==> config.mk <==
export PLATFORM = sky130hd
export DESIGN_NAME = nios_sys_nios2_processor_oci_dct_ctrl
export DESIGN_NICKNAME = d
export VERILOG_FILES = /design/src/rtl/nios_sys_oci_dct_pkg.sv /design/src/rtl/nios_sys_oci_dct_outreg.sv /design/src/rtl/nios_sys_nios2_processor_oci_dct_ctrl.sv
export SDC_FILE = /design/constraint.sdc
export NUM_CORES = 1
export LEC_CHECK = 0
export BUFFER_PORTS_ARGS = -buffer_cell sky130_fd_sc_hd__buf_2
export CAP_MARGIN = 0
export CORE_MARGIN = 5
export CORE_UTILIZATION = 55
export DETAILED_ROUTE_END_ITERATION = 8
export PLACE_DENSITY = 0.83
export SYNTH_ARGS = -nofsm -noshare
export SYNTH_HDL_FRONTEND = slang
export SYNTH_HIERARCHICAL = 1
export SYNTH_SLANG_ARGS = --single-unit
==> constraint.sdc <==
create_clock -name clk -period 4.7 [get_ports clk]
set_clock_uncertainty 0.2 [all_clocks]
set_input_delay 0.235 -clock clk [delete_from_list [all_inputs] [get_ports clk]]
set_output_delay 0.235 -clock clk [all_outputs]
set_load 0.02 [all_outputs]
==> src/rtl/nios_sys_oci_dct_pkg.sv <==
// Shared types and default geometry for the OCI debug-trace (DCT) capture controller.
// The OCI_DCT_DROP_EN build option is handled in nios_sys_nios2_processor_oci_dct_ctrl.
package nios_sys_oci_dct_pkg;

    typedef enum logic [1:0] {
        PACK  = 2'd0,
        FLUSH = 2'd1,
        DRAIN = 2'd2,
        DONE  = 2'd3
    } dct_state_t;

    localparam int DCT_FRAME_W         = 10;
    localparam int DCT_FRAMES_PER_WORD = 3;
    localparam int DCT_CNT_W           = 4;
    localparam int DCT_WORD_W          = DCT_FRAME_W * DCT_FRAMES_PER_WORD;

endpackage

==> src/rtl/nios_sys_oci_dct_outreg.sv <==
// Single-entry valid/ready holding register for packed trace words.
// A new word may be loaded on the same edge the current one drains.
module nios_sys_oci_dct_outreg
    import nios_sys_oci_dct_pkg::*;
#(
    parameter int DATA_W = DCT_WORD_W,
    parameter int CNT_W  = DCT_CNT_W
) (
    input  logic              clk,
    input  logic              reset_n,
    input  logic              load,
    input  logic [DATA_W-1:0] load_data,
    input  logic [CNT_W-1:0]  load_frames,
    input  logic              tw_ready,
    output logic [DATA_W-1:0] tw_data,
    output logic [CNT_W-1:0]  tw_frames,
    output logic              tw_valid,
    output logic              free
);

    assign free = !tw_valid || tw_ready;

    // NOTE: sequential state uses non-blocking assignments so every register samples pre-edge values.
    always_ff @(posedge clk) begin
        if (!reset_n) begin
            tw_data   <= '0;
            tw_frames <= '0;
            tw_valid  <= 1'b0;
        end else if (load) begin
            tw_data   <= load_data;
            tw_frames <= load_frames;
            tw_valid  <= 1'b1;
        end else if (tw_valid && tw_ready) begin
            tw_valid  <= 1'b0;
        end
    end

endmodule

==> src/rtl/nios_sys_nios2_processor_oci_dct_ctrl.sv <==
// Trace-capture controller: packs trace frames into words, hands them to trace memory, flushes on test end.
// Build option OCI_DCT_DROP_EN: never back-pressure; frames that cannot be stored are counted in trc_drop_cnt.
module nios_sys_nios2_processor_oci_dct_ctrl
    import nios_sys_oci_dct_pkg::*;
#(
    parameter int FRAME_W         = DCT_FRAME_W,
    parameter int FRAMES_PER_WORD = DCT_FRAMES_PER_WORD,
    parameter int CNT_W           = DCT_CNT_W
) (
    input  logic                               clk,
    input  logic                               reset_n,
    input  logic                               trc_enable,
    input  logic [FRAME_W-1:0]                 trc_frame,
    input  logic                               trc_frame_valid,
    output logic                               trc_frame_ready,
    input  logic                               test_ending,
    output logic [FRAME_W*FRAMES_PER_WORD-1:0] dct_buffer,
    output logic [CNT_W-1:0]                   dct_count,
    output logic [FRAME_W*FRAMES_PER_WORD-1:0] tw_data,
    output logic [CNT_W-1:0]                   tw_frames,
    output logic                               tw_valid,
    input  logic                               tw_ready,
`ifdef OCI_DCT_DROP_EN
    output logic [15:0]                        trc_drop_cnt,
`endif
    output logic                               test_has_ended
);

    localparam int              WORD_W   = FRAME_W * FRAMES_PER_WORD;
    localparam logic [CNT_W-1:0] LAST    = CNT_W'(FRAMES_PER_WORD - 1);
    localparam logic [CNT_W-1:0] FULL    = CNT_W'(FRAMES_PER_WORD);
    localparam logic [1:0]      ST_PACK  = PACK;
    localparam logic [1:0]      ST_FLUSH = FLUSH;
    localparam logic [1:0]      ST_DRAIN = DRAIN;
    localparam logic [1:0]      ST_DONE  = DONE;

    logic [1:0]        state;
    logic              out_free;
    logic              slot_last;
    logic              accept;
    logic              store;
    logic              complete;
    logic              flush_load;
    logic              load;
    logic [WORD_W-1:0] next_buf;
    logic [WORD_W-1:0] load_data;
    logic [CNT_W-1:0]  load_frames;

    assign slot_last = (dct_count == LAST);

`ifdef OCI_DCT_DROP_EN
    assign trc_frame_ready = (state == ST_PACK) && trc_enable;
`else
    assign trc_frame_ready = (state == ST_PACK) && trc_enable && !(slot_last && !out_free);
`endif

    // Under drop mode a ready-accepted frame may still find no room; store is what actually packs.
    assign accept     = trc_frame_valid && trc_frame_ready;
    assign store      = accept && (!slot_last || out_free);
    assign complete   = store && slot_last;
    assign flush_load = (state == ST_FLUSH) && (dct_count != '0) && out_free;
    assign load       = complete || flush_load;

    // NOTE: every combinational output gets a default first so no latch is inferred.
    always_comb begin
        next_buf = dct_buffer;
        for (int i = 0; i < FRAMES_PER_WORD; i++) begin
            if (dct_count == CNT_W'(i)) next_buf[i*FRAME_W +: FRAME_W] = trc_frame;
        end
    end

    assign load_data   = complete ? next_buf : dct_buffer;
    assign load_frames = complete ? FULL : dct_count;

    always_ff @(posedge clk) begin
        if (!reset_n) begin
            dct_buffer <= '0;
            dct_count  <= '0;
        end else if (load) begin
            dct_buffer <= '0;
            dct_count  <= '0;
        end else if (store) begin
            dct_buffer <= next_buf;
            dct_count  <= dct_count + 1'b1;
        end
    end

    // A frame accepted in the cycle test_ending is seen is packed before FLUSH evaluates the buffer.
    always_ff @(posedge clk) begin
        if (!reset_n) begin
            state <= ST_PACK;
        end else begin
            case (state)
                ST_PACK:  if (test_ending) state <= ST_FLUSH;
                ST_FLUSH: if (dct_count == '0 || out_free) state <= ST_DRAIN;
                ST_DRAIN: if (!tw_valid) state <= ST_DONE;
                ST_DONE:  state <= ST_DONE;
                default:  state <= ST_PACK;
            endcase
        end
    end

    assign test_has_ended = (state == ST_DONE);

`ifdef OCI_DCT_DROP_EN
    always_ff @(posedge clk) begin
        if (!reset_n) begin
            trc_drop_cnt <= '0;
        end else if (accept && !store && trc_drop_cnt != 16'hFFFF) begin
            trc_drop_cnt <= trc_drop_cnt + 16'd1;
        end
    end
`endif

    nios_sys_oci_dct_outreg #(
        .DATA_W (WORD_W),
        .CNT_W  (CNT_W)
    ) u_outreg (
        .clk         (clk),
        .reset_n     (reset_n),
        .load        (load),
        .load_data   (load_data),
        .load_frames (load_frames),
        .tw_ready    (tw_ready),
        .tw_data     (tw_data),
        .tw_frames   (tw_frames),
        .tw_valid    (tw_valid),
        .free        (out_free)
    );

endmodule
==> impl_results.md <==
- Vias in the first global route: 2376
- Global route total overflow: 0
- Logic pwr share: 8.1%
- Critical Path Slowest Stage Cell: o31ai_4
- Critical path type: reg -> reg
- PwrDens: 353 nW/µm²
- Layout cells sized above 1: 33.2%
- Final wirelength: 7530 µm
- ANT nets after route: 0
- Area Overhead vs Synth: 21.5%
- Worst EP required: 4.73 ns
- Setup TNS: 0 ns
- M1 wire length: 3350 µm
- Die Y: 86.3 µm
- Final hold violation count: 0
- Setup Viol. Count Final: 0
- #FFs+latches synth: 71
- Total GRT Usage: 21.1%
- Crit start category: register
- Worst slew pin tran: 1.04 ns
- Row cnt: 27
- Hold Crit Class: in -> reg
- Sw Share: 22.4%
- Core Region: 5570 µm²
- Dpl cell area: 3630 µm²
- Seq pwr share: 45.5%
- Synthesized net count: 322
- Avg WL per Cell: 16.3 µm
- Top cells by count, synth: dfxtp_1 (71), mux2i_1 (56), nor2b_1 (36), nand2_1 (33), nor2_1 (26)
- Max H-tree Level: 3
- Worst path cell trace: inv_1 > ha_1 > and2_1 > o31ai_4 > buf_4 > mux2i_1 > nor2b_1
- Yosys top cell by area: dfxtp_1
- Largest cells by area after synthesis: dfxtp_1 (44%), mux2i_1 (18%), mux2_4 (9.4%), nor2b_1 (7.0%), nand2_1 (3.9%)
- Number of gates resized after cts: 0
- Ys async rst share: 0%
- Post-CTS Hold Buffers: 0
- Uppermost layer routed: met4
- Switching power total: 307 µW
- Final GP Congestion: 0.853
- Clk sinks: 71
- Lkg Pwr: 1.91 nW
- Port buffer count: 86
- Mapped Area: 3200 µm²
- Fin. max-slew vios: 0
- Max cap viols: 0
- WL met3: 513 µm
- Antenna violations before repair: 0
- Ant diodes: 0
- Avg Synthesized Cell Area: 10.6 µm²
- Initial core utilization: 57.4%
- Max incr delay on CP: 0.86 ns
- CP Buf/Inv Count: 2
- CP arrival: 3.11 ns
- Status: finished, final reports clean
- Maximum clock insertion buffer count: 2
- Worst skew pair latency: 0.34 ns
- Initial drt markers: 138
- Filler Cells Inserted: 420
- Internal power: 1.06 mW
- Yosys cell types: 30
- Ys flop type: dfxtp_1
- Clock tree root buffer cell: clkbuf_8
- WL met2: 3570 µm
- Final Cycle Share: 65.5%
- Clock slew at reported path FFs: 0.08 ns
- DRC: 0
- Final min period: 3.08 ns
- Slew headroom: 30.6%
- Most frequent cell after synthesis: dfxtp_1
- CTS Buf Count: 9
- Vias: 2409
- CP endpoint kind: register
- Post-synthesis sequential area ratio: 44.4%
- Fin cells: 461
- Dpl hpwl: 5260 µm
- Delay-heaviest family, CP: compound AO/OA/AOI/OAI gates
- Die area: 7440 µm²
- Dpl cells: 445
- VDD IR-drop max: 217 µV
- Clock power share: 46.4%
- Number of enable flip-flop cells after synthesis: 0
- Crit-path max FO: 21
- Yosys warning count: 6
- First-pass GRT wire length: 12100 µm
- Synth top area share: 44.4%
- RSZ-0062 raised after global routing: false
- Vias per cell: 5.23
- Fin area: 3890 µm²
- Nets: 404
- DR pass1 iterations: 4
- Ports: 87
- Upper clock frequency limit: 0.325 GHz
- Synth Instances: 302
- Post-CTS setup buffers: 0
- Largest net degree at the start of global routing: 40
- TritonCTS clock tree: done
- Die X: 86.3 µm
[flip-flops by register name, indices dropped and copies added (netlist names)]
| register | flops |
|---|---|
| state | 2 |
| dct_buffer | 30 |
| u_outreg/tw_data | 30 |
| dct_count | 4 |
| u_outreg/tw_frames | 4 |
| u_outreg/tw_valid | 1 |
[metrics by stage]
stage	power (mW)	setup slack [ns]	utilization [%]	hold slack, ns
floorplan	0.713	2.46	-	0.153
global placement	0.744	1.82	65.1	0.269
detailed placement	0.747	1.73	65.1	0.272
CTS	1.38	1.66	69.7	0.00421
global route	1.41	1.48	69.7	0.0343
finish	1.37	1.62	69.7	0.0140
[cell families (layout without fill, tap and decap cells)]
family          Yosys count  in the layout  share of synthesized area (%)
simple gates            120            120                           19.9
mux                      76             76                           26.9
flops                    71             71                           44.4
buf+inv                  20            107                           4.34
compound gates            8              8                           2.00
fa+ha+maj                 4              4                           1.57
xor+xnor                  3              3                          0.822
[layout by cell type (no fill, tap or decap)]
| cell | count |
|---|---|
| nand4_1 | 3 |
| xor2_1 | 2 |
| buf_2 | 86 |
| o21a_1 | 1 |
| clkbuf_8 | 9 |
| a21boi_0 | 1 |
| o31ai_4 | 1 |
| dfxtp_1 | 71 |
| a21oi_1 | 2 |
| and4_4 | 1 |
| inv_1 | 4 |
| and4bb_2 | 1 |
| o21ai_0 | 1 |
| nor4b_1 | 2 |
| nand2b_1 | 2 |
| nor2_1 | 26 |
| nand2_4 | 2 |
| clkinvlp_4 | 1 |
| and2_1 | 12 |
| clkinv_2 | 1 |
| mux2_4 | 20 |
| nand3b_1 | 1 |
| nand4_2 | 1 |
| bufinv_16 | 4 |
| ha_1 | 4 |
| o311ai_4 | 1 |
| xnor2_1 | 1 |
| nand2_1 | 33 |
| mux2i_1 | 56 |
| o311a_1 | 1 |
| buf_4 | 1 |
| clkbuf_1 | 1 |
| nor2b_1 | 36 |
[worst paths after layout]
path | depth (start not counted) | to | slack, ns | startpoint
max | 7 | u_outreg/tw_data[25]$_SDFFE_PN0P_ | 1.62 | dct_count[0]$_SDFFE_PP0P_
min | 3 | dct_buffer[9]$_SDFFE_PP0P_ | 0.01 | trc_frame[9]
max reg2reg | 7 | u_outreg/tw_data[25]$_SDFFE_PN0P_ | 1.62 | dct_count[0]$_SDFFE_PP0P_
min reg2reg | 1 | dct_buffer[26]$_SDFFE_PP0P_ | 0.29 | dct_buffer[26]$_SDFFE_PP0P_
[worst register-to-register path: stages, from the launching register on]
cell and delay, ns:
dfxtp_1 0.45, inv_1 0.12, ha_1 0.28, and2_1 0.22
o31ai_4 0.86, buf_4 0.49, mux2i_1 0.28, nor2b_1 0.07
[power by group through the flow]
stage	Clock (mW)	Combinational [mW]	Sequential, mW
floorplan	0	0.0726	0.641
finish	0.636	0.111	0.623
global route	0.667	0.119	0.625
CTS	0.644	0.111	0.623
global placement	0	0.109	0.636
detailed placement	0	0.111	0.637
[final cells by class]
cell class                      instances  area (µm²)  area share (%)
Tap cell                               72        90.1            2.32
Timing Repair Buffer                   87         438            11.3
Clock buffer                           10         128            3.28
Clock inverter                          6         133            3.41
Sequential cell                        71        1420            36.6
Inverter                                4        15.0           0.386
Multi-Input combinational cell        211        1660            42.8
[per-layer routing]
metal  global-route usage, %  up-vias
li1                        -     1168
met3                    4.47        9
met2                    34.0       77
met5                       0        -
met4                    8.36        0
met1                    27.7     1155
Note: power is estimated with default switching activity, not from simulation.
